### src/rtl/dense_seq_ctrl.sv
// -----------------------------------------------------------------------------
// dense_seq_ctrl
//   Sequencer for a time-multiplexed fp32 dense layer. A single MAC computes
//   all BIAS neurons one after another. For each neuron the block walks NUMS
//   inputs, issues input/weight/bias read addresses and MAC strobes, waits for
//   the accumulated (+bias) result and issues one result write.
//
// Optional feature macro: DENSE_CTRL_PERF_EN
//   When defined, adds perf_cycles_o / perf_stalls_o performance counters.
//
// Ports
//   clk          in   rising-edge clock
//   reset_n      in   asynchronous active-low reset
//   start_i      in   start request, sampled only in IDLE
//   stall_i      in   memory/MAC not ready, freezes issue (ISSUE only)
//   acc_valid_i  in   MAC final sum valid (one cycle), honoured only in DRAIN
//   busy_o       out  run in progress (ISSUE..DONE)
//   done_o       out  one-cycle pulse after the last result write
//   rd_en_o      out  read strobe to input buffer, weight ROM, bias ROM
//   in_addr_o    out  input index i
//   w_addr_o     out  weight index n*NUMS + i
//   b_addr_o     out  neuron / bias index n
//   mac_valid_o  out  operands valid at MAC (rd_en_o delayed one cycle)
//   mac_first_o  out  with mac_valid_o: first term of a neuron
//   mac_last_o   out  with mac_valid_o: last term of a neuron
//   perf_cycles_o out busy cycles of the last/current run (macro only)
//   perf_stalls_o out stalled ISSUE cycles of the last/current run (macro only)
//   wr_en_o      out  result RAM write strobe
//   wr_addr_o    out  result index n
// -----------------------------------------------------------------------------
// state   | meaning
// IDLE    | waiting for start_i
// ISSUE   | issuing reads for inputs 0..NUMS-1 of neuron n
// DRAIN   | waiting for the MAC result of neuron n
// WRITE   | one-cycle result write for neuron n
// DONE    | one-cycle done pulse, then back to IDLE
// -----------------------------------------------------------------------------
module dense_seq_ctrl #(
    parameter int NUMS       = 1600,
    parameter int BIAS       = 128,
    parameter int DATA_WIDTH = 32,
    localparam int IA_W = (NUMS > 1) ? $clog2(NUMS) : 1,
    localparam int WA_W = ((NUMS * BIAS) > 1) ? $clog2(NUMS * BIAS) : 1,
    localparam int BA_W = (BIAS > 1) ? $clog2(BIAS) : 1
) (
    input  logic            clk,
    input  logic            reset_n,
    input  logic            start_i,
    input  logic            stall_i,
    input  logic            acc_valid_i,
    output logic            busy_o,
    output logic            done_o,
    output logic            rd_en_o,
    output logic [IA_W-1:0] in_addr_o,
    output logic [WA_W-1:0] w_addr_o,
    output logic [BA_W-1:0] b_addr_o,
    output logic            mac_valid_o,
    output logic            mac_first_o,
    output logic            mac_last_o,
    output logic            wr_en_o,
`ifdef DENSE_CTRL_PERF_EN
    output logic [31:0]     perf_cycles_o,
    output logic [31:0]     perf_stalls_o,
`endif
    output logic [BA_W-1:0] wr_addr_o
);

    // DATA_WIDTH only documents the word size the addresses index.
    if (!(NUMS >= 2 && BIAS >= 1 && DATA_WIDTH > 0)) begin : g_bad_params
        $error("dense_seq_ctrl: NUMS must be >= 2, BIAS >= 1, DATA_WIDTH > 0");
    end

    typedef enum logic [2:0] {
        S_IDLE,
        S_ISSUE,
        S_DRAIN,
        S_WRITE,
        S_DONE
    } state_t;

    state_t          r_state;
    state_t          w_state_nxt;
    logic [IA_W-1:0] r_i;
    logic [WA_W-1:0] r_w;
    logic [BA_W-1:0] r_n;
    logic            r_mac_valid;
    logic            r_mac_first;
    logic            r_mac_last;

    logic w_start;
    logic w_issue;
    logic w_i_last;
    logic w_n_last;
    logic w_acc;

    assign w_start  = (r_state == S_IDLE) && start_i;
    assign w_issue  = (r_state == S_ISSUE) && !stall_i;
    assign w_i_last = (r_i == IA_W'(NUMS - 1));
    assign w_n_last = (r_n == BA_W'(BIAS - 1));
    // A result pulse coinciding with the last-term strobe cannot belong to
    // this neuron's sum yet, so it is discarded.
    assign w_acc    = (r_state == S_DRAIN) && acc_valid_i && !r_mac_last;

    always_ff @(posedge clk or negedge reset_n) begin
        if (!reset_n) begin
            r_state <= S_IDLE;
        end else begin
            r_state <= w_state_nxt;
        end
    end

    always_comb begin
        w_state_nxt = r_state;
        case (r_state)
            S_IDLE:  if (start_i) w_state_nxt = S_ISSUE;
            S_ISSUE: if (w_issue && w_i_last) w_state_nxt = S_DRAIN;
            S_DRAIN: if (w_acc) w_state_nxt = S_WRITE;
            S_WRITE: w_state_nxt = w_n_last ? S_DONE : S_ISSUE;
            S_DONE:  w_state_nxt = S_IDLE;
            default: w_state_nxt = S_IDLE;
        endcase
    end

    // The input counter is rewound when the next neuron starts rather than
    // when the last read issues, so the address outputs keep showing the last
    // issued location through DRAIN, WRITE and IDLE. r_w tracks n*NUMS+i
    // incrementally, avoiding a multiplier.
    always_ff @(posedge clk or negedge reset_n) begin
        if (!reset_n) begin
            r_i <= '0;
            r_w <= '0;
            r_n <= '0;
        end else if (w_start) begin
            r_i <= '0;
            r_w <= '0;
            r_n <= '0;
        end else if (w_issue && !w_i_last) begin
            r_i <= r_i + 1'b1;
            r_w <= r_w + 1'b1;
        end else if ((r_state == S_WRITE) && !w_n_last) begin
            r_i <= '0;
            r_w <= r_w + 1'b1;
            r_n <= r_n + 1'b1;
        end
    end

    always_ff @(posedge clk or negedge reset_n) begin
        if (!reset_n) begin
            r_mac_valid <= 1'b0;
            r_mac_first <= 1'b0;
            r_mac_last  <= 1'b0;
        end else begin
            r_mac_valid <= w_issue;
            r_mac_first <= w_issue && (r_i == '0);
            r_mac_last  <= w_issue && w_i_last;
        end
    end

`ifdef DENSE_CTRL_PERF_EN
    logic [31:0] r_perf_cycles;
    logic [31:0] r_perf_stalls;

    always_ff @(posedge clk or negedge reset_n) begin
        if (!reset_n) begin
            r_perf_cycles <= '0;
            r_perf_stalls <= '0;
        end else if (w_start) begin
            r_perf_cycles <= '0;
            r_perf_stalls <= '0;
        end else begin
            if (r_state != S_IDLE) r_perf_cycles <= r_perf_cycles + 32'd1;
            if ((r_state == S_ISSUE) && stall_i) r_perf_stalls <= r_perf_stalls + 32'd1;
        end
    end

    assign perf_cycles_o = r_perf_cycles;
    assign perf_stalls_o = r_perf_stalls;
`endif

    assign busy_o      = (r_state != S_IDLE);
    assign done_o      = (r_state == S_DONE);
    assign rd_en_o     = w_issue;
    assign in_addr_o   = r_i;
    assign w_addr_o    = r_w;
    assign b_addr_o    = r_n;
    assign mac_valid_o = r_mac_valid;
    assign mac_first_o = r_mac_first;
    assign mac_last_o  = r_mac_last;
    assign wr_en_o     = (r_state == S_WRITE);
    assign wr_addr_o   = r_n;

endmodule

### config.mk
export PLATFORM = sky130hd
export DESIGN_NAME = dense_seq_ctrl
export DESIGN_NICKNAME = d
export VERILOG_FILES = /design/src/rtl/dense_seq_ctrl.sv
export SDC_FILE = /design/constraint.sdc
export NUM_CORES = 1
export LEC_CHECK = 0
export CORE_MARGIN = 1
export CORE_UTILIZATION = 49
export CTS_CLUSTER_DIAMETER = 150
export DETAILED_ROUTE_END_ITERATION = 7
export HOLD_SLACK_MARGIN = 0.06
export PLACE_DENSITY = 0.79
export RECOVER_POWER = 50
export SLEW_MARGIN = 20
export SYNTH_ARGS = -nofsm -noshare
export SYNTH_HDL_FRONTEND = slang
export SYNTH_SLANG_ARGS = --single-unit
export TNS_END_PERCENT = 30
### constraint.sdc
create_clock -name clk -period 2.05 [get_ports clk]
set_input_delay 0.41 -clock clk [delete_from_list [all_inputs] [get_ports clk]]
set_output_delay 0.41 -clock clk [all_outputs]
set_load 0.02 [all_outputs]
# Word level (Yosys, flattened, before mapping)
# Index checks and enable logic that the tools add are counted.
# op_classes
n_mux	14
addsub	3
n_reduce_logical	19
eq_ne	10
# op_table
op	count
2-to-1 mux 18 bit	3
2-to-1 mux 11 bit	3
2-to-1 mux 7 bit	3
adder 18 x 1 -> 18 bit (second input constant)	1
2-to-1 mux 3 bit	4
case mux 3 bit (4 select lines)	1
adder 11 x 1 -> 11 bit (second input constant)	1
== test 11 bit (second input constant)	1
logical NOT 11 bit	1
logical AND 1 bit	8
adder 7 x 1 -> 7 bit (second input constant)	1
== test 7 bit (second input constant)	1
== test 3 x 2 -> 1 bit (second input constant)	2
!= test 2 bit (second input constant)	3
nonzero test 3 bit	2
logical NOT 1 bit	4
== test 3 x 1 -> 1 bit (second input constant)	1
== test 3 bit (second input constant)	1
logical NOT 3 bit	1
AND reduction 3 bit	1
!= test 2 x 1 -> 1 bit (second input constant)	1
AND reduction 2 bit	1
nonzero test 2 bit	1
# word_totals
out_inout_bits	50
input_bits	5
ff_bits	42
elab_cells	53

# Longest topological paths before layout
# Gate-level depths: netlist (run 1).
# depth
word_depth	6
depth_mapped	8

# Worst setup path before layout (run 1)
# No wires, ideal clock.
# synth_timing
kind	reg-to-reg
from	register r_n[0] (netlist: b_addr_o[0])
to	register r_w[13] (netlist: w_addr_o[13])
required_time_ps	1916
slack_ps	27
setup_time_ps	134
t_arrival_ps	1889
stages_incl_launch_ff	8
path_cell_list	dfrtp_1 > ha_1 > and3_1 > a21boi_4 > a21oi_2 > buf_6 > or3_1 > mux2i_1
# synth_between
elab_chain_cells	4
# synth_rtl
element	line_no	rtl
start, declared	85	logic [BA_W-1:0] r_n;
start signal, assigned	143	r_n <= r_n + 1'b1;
== test 7 bit	99	assign w_n_last = (r_n == BA_W'(BIAS - 1));
logical NOT 1 bit	140	end else if ((r_state == S_WRITE) && !w_n_last) begin
logical AND 1 bit	140	
nonzero test 3 bit (no line)	--	
end signal, assigned	139	r_w <= r_w + 1'b1;
end signal, assigned	142	r_w <= r_w + 1'b1;
end, declared	84	logic [WA_W-1:0] r_w;
# No other way between the ends.
# A chain may end at the register's enable or synchronous reset.

# Worst setup path in the final report (run 1)
# layout_timing
from	register r_state[2]
to	output busy_o
# layout_between
elab_chain_cells	1
# layout_rtl
element	line_no	rtl
start, declared	81	state_t r_state;
start signal, assigned	108	r_state <= w_state_nxt;
nonzero test 3 bit	180	assign busy_o = (r_state != S_IDLE);
end, declared	51	output logic busy_o,
# No other way between the ends.

==> results of run 1 <==
Yosys cell counts (6+ instances only):
master   count  area [um^2]
nand4_1      7         43.8
dfrtp_1     42         1050
a21oi_1     14         70.1
or3_1        6         37.5
nor2_1      20         75.1
nand3_1      9         45.0
buf_4        7         52.6
nand2_1     32          120
inv_1        6         22.5
mux2i_1      7         70.1
o21ai_0     17         85.1
and3_1       8         50.1
nor3_1       6         30.0
metal layers:
layer	vias to the layer above	global-route usage
met3	6	0.0523
met2	51	0.389
met4	0	0.0952
met5	-	0
met1	1010	0.321
li1	1016	-
cells by family after synthesis:
family                     after synthesis  share of synthesized area
xor gates and xnor gates                 6                     0.0235
muxes                                    7                     0.0314
buffers and inverters                   22                     0.0560
adders and majority gates                4                     0.0224
and+or+nand+nor                        110                      0.257
DFF                                     42                      0.471
AOI/OAI and AO/OA                       50                      0.139
per-stage QoR:
stage | hold slack (ns) | power (uW)
finish | 0.371 | 2500
global route | 0.493 | 2620
floorplan | 0.114 | 1440
CTS | 0.197 | 2510
global placement | 0.480 | 1810
detailed placement | 0.507 | 1830
placed cells by master (no fill, tap or decap), types with 2 or more instances in the layout:
cell	synthesis	layout
dfrtp_1	42	42
clkdlybuf4s50_1	0	48
o31ai_1	5	5
nor3_1	6	6
a21oi_1	14	14
xor2_1	4	4
nand4b_1	5	5
nor4_1	2	2
mux2i_1	7	7
or3_1	6	6
clkbuf_8	0	6
inv_1	6	6
or4_1	3	3
buf_4	7	27
o21ai_0	17	16
nand3_1	9	9
nand4_1	7	7
clkbuf_2	0	3
o21ai_1	2	3
xnor2_1	2	2
or2_2	2	2
nor2_1	20	20
ha_1	4	4
nand2_1	32	32
and3_1	8	8
buf_12	0	2
a22o_1	2	2
dlygate4sd2_1	0	2
layout make-up:
class	instances	area (um^2)	share of cell area
clock buffers	6	82.6	0.0264
flip-flops and latches	42	1050	0.336
well taps	52	65.1	0.0208
clock inverters	1	30.0	0.00959
multi-input cells	177	1090	0.347
repair buffers	85	781	0.249
inverters	8	35.0	0.0112
power groups by stage:
stage	Combinational, uW	Clock (uW)	Sequential, uW
floorplan	250	0	1190
global placement	768	0	1040
detailed placement	785	0	1050
CTS	796	684	1030
global route	852	719	1050
finish	793	675	1030
registers in the layout (all words and copies together), names as in the netlist:
name	flops
b_addr_o	7
mac_first_o	1
mac_valid_o	1
w_addr_o	18
mac_last_o	1
in_addr_o	11
r_state	3
worst paths after layout:
path                               from            to  cells after the start
setup / recovery             r_state[2]        busy_o                      3
setup reg to reg           in_addr_o[7]  in_addr_o[4]                      8
hold / removal                  reset_n  in_addr_o[8]                      2
min in group clk           w_addr_o[13]  w_addr_o[13]                      1
max in group asynchronous       reset_n   mac_first_o                      2
hold reg to reg            w_addr_o[13]  w_addr_o[13]                      1
repair_timing:
item	CTS	global route
endpoints found under the setup margin	7	17
resized for setup	6	7
hold buffers	0	0
gates cloned	0	0
setup buffers	0	0
worst max-delay path, stage by stage, from the launching register on:
cell and delay, ns:
dfrtp_1 0.39, buf_4 0.15, or3_1 0.43, clkdlybuf4s15_1 0.32
==> impl_metrics.yaml, run 1 <==
power_and_ir_drop:
  power_frac_seq: 0.413
  power_leakage_uw: 0.00136
  p_switching_uw: 794
  p_comb_frac: 0.317
  power_density_nw_per_um2: 799
  power.internal_uw: 1710
  sw_frac_of_total: 0.318
  max-vdd-ir-drop_mv: 0.686
  clockPowerShare: 0.270
synth:
  async_reset_ff_frac: 1.00
  seq_area_frac_synth: 0.471
  syn_nets: 250
  synth_cells: 241
  dominantRegCellSynth: "dfrtp_1"
  synth.avg_cell_area_um2: 9.26
  yosys_warnings: 0
  synth_edf_count: 0
  ys_types: 45
  synth.cell_area_um2: 2230
  ys_ff_latch: 42
timing:
  tightestPinTransition_ns: 1.05
  finalWorstSetupSlack_ns: 0.0536
  hold_viol: 0
  max_freq_ghz: 0.501
  post-route-min-period_ns: 2.00
  slew_headroom: 0.302
  finalSetupTns_ns: 0
  rsz0062_at_grt: "yes"
  setup_viol: 0
  fin_skew_ns: 0.00433
  slew_violations: 0
  period_share: 0.974
global_routing:
  grt_pass1_wl_um: 9340
  overflow: 0
  grt_start_max_net_pins: 43
  track_usage: 0.243
  grt_pass1_vias: 2047
  antenna_found_initial: 0
routing:
  wl_per_cell_um: 14.7
  wl_met2_um: 2680
  wirelength_um: 5460
  firstDrtPassIters: 4
  top_layer: "met4"
  num_vias: 2083
  drc: 0
  wl_met1_um: 2480
  drt-initial-drc-count: 171
  vias_per_cell: 5.61
  ant_nets: 0
  wl_met3_um: 239
clocking:
  worstSkewPairLatency_ns: 0.30
  cts_made_buffers: 5
  cts_tree: "built"
  cts_root_buf: "clkbuf_8"
  htree_levels: 2
  clkSlewWorstSetupHoldPaths_ns: 0.08
  clock_path_buffers: 2
  clkSinkCount: 42
place:
  place_congestion: 0.819
  placed_area_um2: 3000
  placement.io_buffers: 54
  place_hpwl_um: 3820
  place_ws_ns: -0.295
  place_inst: 364
hold_path:
  hold_class: "input port to asynchronous set/reset pin"
cells_and_area:
  area_delta_synth_final_pct: 40.3
  fin_area_um2: 3130
  final_cells: 371
  num-fill-cells: 325
  drive_gt1_frac: 0.163
  final_util: 0.719
  nets: 328
  diodes: 0
worst_setup_path:
  cp_data_required_time_ns: 1.64
  cp.arrival_ns: 1.59
  path_class: "register to primary output"
  cp-end-kind: "primary output"
  cp_max_fo: 5
  critPathLaunchType: "register"
  rrSetupSlack_ns: 0.10
die:
  die-width_um: 69.5
  row_count: 24
  start_util: 0.513
  boundaryPins: 55
  core_area_um2: 4350
  die_area_um2: 4830
  dieHeight_um: 69.5
job:
  drv_cap: 0
status:
  status: "completed"
(Power assumes the default switching activity.)
==> run 2: changes to the inputs <==
--- a/config.mk
+++ b/config.mk
@@ -5,12 +5,14 @@
 export SDC_FILE = /design/constraint.sdc
 export NUM_CORES = 1
 export LEC_CHECK = 0
+export ABC_AREA = 1
+export CORE_ASPECT_RATIO = 1.2
 export CORE_MARGIN = 1
-export CORE_UTILIZATION = 49
+export CORE_UTILIZATION = 51
 export CTS_CLUSTER_DIAMETER = 150
 export DETAILED_ROUTE_END_ITERATION = 7
 export HOLD_SLACK_MARGIN = 0.06
-export PLACE_DENSITY = 0.79
+export PLACE_DENSITY = 0.8
 export RECOVER_POWER = 50
 export SLEW_MARGIN = 20
 export SYNTH_ARGS = -nofsm -noshare
==> impl_metrics.yaml, run 2 <==
timing:
  setup_viol: 0
  fin_skew_ns: 0.00713
  max_freq_ghz: 0.517
  hold_viol: 0
  period_share: 0.944
  worst_hold_slack_ns: 0.284
  slew_headroom: 0.288
  rsz0062_at_grt: "no"
  finalSetupTns_ns: 0
  post-route-min-period_ns: 1.94
  finalWorstSetupSlack_ns: 0.115
  slew_violations: 0
  tightestPinTransition_ns: 1.07
clocking:
  cts_root_buf: "clkbuf_8"
  clkSinkCount: 42
  clkSlewWorstSetupHoldPaths_ns: 0.08
  cts-resized-gates: 2
  ctsHoldBuffers: 0
  worstSkewPairLatency_ns: 0.29
  cts_tree: "built"
  clock_path_buffers: 2
  cts_made_buffers: 5
  postCtsSetupBuffers: 0
  htree_levels: 2
routing:
  vias_per_cell: 5.29
  ant_nets: 0
  wirelength_um: 5760
  firstDrtPassIters: 4
  drc: 0
  drt-initial-drc-count: 170
  wl_per_cell_um: 12.5
  num_vias: 2432
synth:
  syn_nets: 356
  synth_edf_count: 0
  dominantRegCellSynth: "dfrtp_1"
  yosys_warnings: 0
  synth_top_area_share: 0.400
  synthTopCellsByCount: "nand2_1, dfrtp_1, inv_1"
  ys_top_cells_by_area: "dfrtp_1, nand2_1, nand3_1, inv_1, nor2_1"
  synth_top_area_cell: "dfrtp_1"
  ys_types: 35
  synth.cell_area_um2: 2630
  seq_area_frac_synth: 0.400
  async_reset_ff_frac: 1.00
  yosysMostFrequentCell: "nand2_1"
  synth.avg_cell_area_um2: 7.58
  synth_cells: 347
  ys_ff_latch: 42
die:
  row_count: 28
  dieHeight_um: 80.7
  die_area_um2: 5450
  core_area_um2: 4940
  die-width_um: 67.6
  start_util: 0.532
  boundaryPins: 55
worst_setup_path:
  cp_max_fo: 4
  path_class: "register to primary output"
  cp-end-kind: "primary output"
  cp_data_required_time_ns: 1.64
  cp.arrival_ns: 1.53
  critPathLaunchType: "register"
power_and_ir_drop:
  power_leakage_uw: 0.00147
  max-vdd-ir-drop_mv: 0.648
  power_density_nw_per_um2: 1040
place:
  place_congestion: 0.862
  placement.io_buffers: 54
  place_ws_ns: 0.0628
  place_hpwl_um: 4240
  place_inst: 452
global_routing:
  overflow: 0
  grt_pass1_vias: 2194
  antenna_found_initial: 0
  grt_pass1_wl_um: 9630
  grt_start_max_net_pins: 26
  track_usage: 0.235
cells_and_area:
  nets: 408
  layout_common_cells: "nand2_1, clkdlybuf4s50_1, dfrtp_1, inv_1, nor2_1"
  diodes: 0
  num-fill-cells: 444
  final_util: 0.652
  final_common_cell: "nand2_1"
  largest_reg_flops: 18
  final_cells: 460
  drive_gt1_frac: 0.120
  area_delta_synth_final_pct: 22.4
status:
  status: "completed"
hold_path:
  hold_class: "input port to asynchronous set/reset pin"
job:
  drv_cap: 0
==> run 2: path summary, 6_finish.rpt <==
check                           cells past startpoint      endpoint    startpoint  slack (ns)
max in group asynchronous                           2   w_addr_o[9]       reset_n        0.61
worst min-delay path                                1  w_addr_o[14]       reset_n        0.28
min in group clk                                    1    r_state[2]    r_state[2]        0.50
worst max register to register                      9   w_addr_o[5]  in_addr_o[0]        0.17
worst max-delay path                                3        done_o    r_state[2]        0.11
worst min register to register                      1    r_state[2]    r_state[2]        0.50
==> run 2: area by class of cell <==
cell class / instances / area (um^2) / share of cell area
inverters: 43 / 169 / 0.0525
clock buffers: 7 / 86.3 / 0.0268
clock inverters: 1 / 5.00 / 0.00155
multi-input cells: 249 / 1270 / 0.396
flip-flops and latches: 42 / 1050 / 0.326
well taps: 60 / 75.1 / 0.0233
repair buffers: 58 / 559 / 0.174
==> run 2: stage by stage <==
stage          cell area, um^2  power [uW]
2_1_floorplan             2630        2440
6_report                  3220        3360
3_5_place_dp              3160        2870
3_3_place_gp              3160        2820
4_1_cts                   3250        3410
5_1_grt                   3220        3590
==> run 2: where the power goes <==
part	switching, uW	internal (uW)
combinational	1020	632
sequential	177	978
clock	274	272
total	1470	1880
==> run 2: cells by family (layout without fill, tap and decap cells) <==
| family | count (synthesis) | count (layout) | synth area share |
|---|---|---|---|
| xor gates and xnor gates | 3 | 3 | 0.00999 |
| buffers and inverters | 56 | 109 | 0.111 |
| AOI/OAI and AO/OA | 51 | 51 | 0.120 |
| DFF | 42 | 42 | 0.400 |
| and+or+nand+nor | 191 | 191 | 0.340 |
| adders and majority gates | 4 | 4 | 0.0190 |
==> run 2: layer usage <==
| layer | vias up | share of wire | global-route usage |
|---|---|---|---|
| met5 | - | 0 | 0 |
| met4 | 0 | 0.019 | 0.0872 |
| met3 | 10 | 0.059 | 0.0597 |
| met2 | 85 | 0.51 | 0.405 |
| met1 | 1121 | 0.41 | 0.272 |
| li1 | 1216 | - | - |
==> run 2: worst max-delay path, stage by stage (launching register included) <==
cell and delay (ns):
dfrtp_1 0.39, inv_2 0.07, nor3_1 0.13, clkdlybuf4s50_1 0.64
==> run 3: changes to the inputs <==
--- a/config.mk
+++ b/config.mk
@@ -6,8 +6,9 @@
 export NUM_CORES = 1
 export LEC_CHECK = 0
 export ABC_AREA = 1
+export ABC_CLOCK_PERIOD_IN_PS = 2050
 export CORE_ASPECT_RATIO = 1.2
-export CORE_MARGIN = 1
+export CORE_MARGIN = 8
 export CORE_UTILIZATION = 51
 export CTS_CLUSTER_DIAMETER = 150
 export DETAILED_ROUTE_END_ITERATION = 7
==> impl_metrics.yaml, run 3 (synthesized netlist as in run 2, its figures left out) <==
worst_setup_path:
  cp-end-kind: "primary output"
  cpLargestDelayFamily: "buffers and inverters"
  slowest_delay_ns: 0.61
  rr_worst_depth: 9
  reg2reg_from: "in_addr_o[0]"
  critPathLaunchType: "register"
  reg2reg_to: "w_addr_o[5]"
  crit_path_cell_trace: "inv_2, nand3_2, clkdlybuf4s50_1"
  path_class: "register to primary output"
  worst-path-buf-inv: 2
  path_depth: 3
  cp_data_required_time_ns: 1.64
  rrSetupSlack_ns: 0.21
  cp_max_fo: 4
  cp.arrival_ns: 1.50
  cp_slowest_cell: "clkdlybuf4s50_1"
clocking:
  clkSlewWorstSetupHoldPaths_ns: 0.09
  worstSkewPairLatency_ns: 0.30
  htree_levels: 2
  clock_path_buffers: 2
  cts_tree: "built"
  postCtsSetupBuffers: 0
  cts_made_buffers: 5
  clkSinkCount: 42
  ctsHoldBuffers: 0
  cts_root_buf: "clkbuf_8"
place:
  place_congestion: 0.853
  placement.io_buffers: 54
  place_hpwl_um: 4640
  place_ws_ns: 0.0394
cells_and_area:
  layout_common_cells: "nand2_1, clkdlybuf4s50_1, dfrtp_1, inv_1"
  nets: 408
  drive_gt1_frac: 0.120
  final_common_cell: "nand2_1"
  largest_reg_flops: 18
  diodes: 0
  area_delta_synth_final_pct: 22.7
hold_path:
  hold_class: "input port to asynchronous set/reset pin"
timing:
  finalSetupTns_ns: 0
  slew_violations: 0
  tightestPinTransition_ns: 1.04
  post-route-min-period_ns: 1.91
  setup_viol: 0
  fin_skew_ns: 0.0105
  period_share: 0.933
  hold_viol: 0
  rsz0062_at_grt: "no"
  slew_headroom: 0.306
  finalWorstSetupSlack_ns: 0.137
  max_freq_ghz: 0.523
routing:
  wirelength_um: 6240
  firstDrtPassIters: 4
  ant_nets: 0
  num_vias: 2423
  wl_per_cell_um: 13.6
  drc: 0
  drt-initial-drc-count: 130
  vias_per_cell: 5.27
global_routing:
  grt_start_max_net_pins: 26
  overflow: 0
  antenna_found_initial: 0
  grt_pass1_vias: 2430
  grt_pass1_wl_um: 10700
  track_usage: 0.171
die:
  die_area_um2: 7720
  start_util: 0.532
  boundaryPins: 55
  die-width_um: 81.6
  core_area_um2: 4940
  dieHeight_um: 94.7
  row_count: 28
job:
  drv_cap: 0
status:
  status: "completed"
power_and_ir_drop:
  max-vdd-ir-drop_mv: 0.629
  power_leakage_uw: 0.00146
  power_density_nw_per_um2: 1080
run 3: layout make-up:
type,count,area (um^2)
Timing Repair Buffer,58,549
Multi-Input combinational cell,249,1270
Fill cell,437,1710
Clock buffer,6,72.6
Inverter,43,169
Sequential cell,42,1050
Tap cell,60,75.1
Clock inverter,2,37.5
run 3: per-stage QoR:
step / instance area (um^2) / power (uW) / std cells / hold WS, ns / util
floorplan: 2630 / 2440 / 347 / 0.114 / -
global placement: 3160 / 2840 / 452 / 0.391 / 0.640
detailed placement: 3160 / 2890 / 452 / 0.394 / 0.640
CTS: 3270 / 3550 / 460 / 0.0670 / 0.661
global route: 3230 / 3700 / 460 / 0.371 / 0.653
finish: 3230 / 3470 / 460 / 0.264 / 0.653
run 3: what timing repair did:
action,4_1_cts,5_1_grt
resized for setup,2,1
pin swaps,0,0
setup endpoints to repair,2,1
run 3: metal layers:
metal	track usage	vias up	routed length [um]
li1	-	1219	-
met1	0.190	1127	2620
met2	0.302	66	3170
met3	0.0390	11	339
met4	0.0746	0	105
met5	0	-	0
run 3: where the power goes:
part	switching, uW	total (uW)	internal (uW)	leakage (uW)
Combinational	1030	1660	626	0.000843
Clock	296	660	364	0.0000514
Sequential	181	1160	977	0.000567
run 3: how the worst max path moves through the flow:
| stage | end | slack, ns | from |
|---|---|---|---|
| 3_5_place_dp | rd_en_o | 0.04 | stall_i |
| 3_3_place_gp | rd_en_o | 0.05 | stall_i |
| 5_1_grt | w_addr_o[11] | 0.04 | b_addr_o[0] |
| 6_report | busy_o | 0.14 | r_state[2] |
| 2_1_floorplan | w_addr_o[2] | 0.37 | b_addr_o[0] |
| 4_1_cts | done_o | 0.001 | r_state[2] |
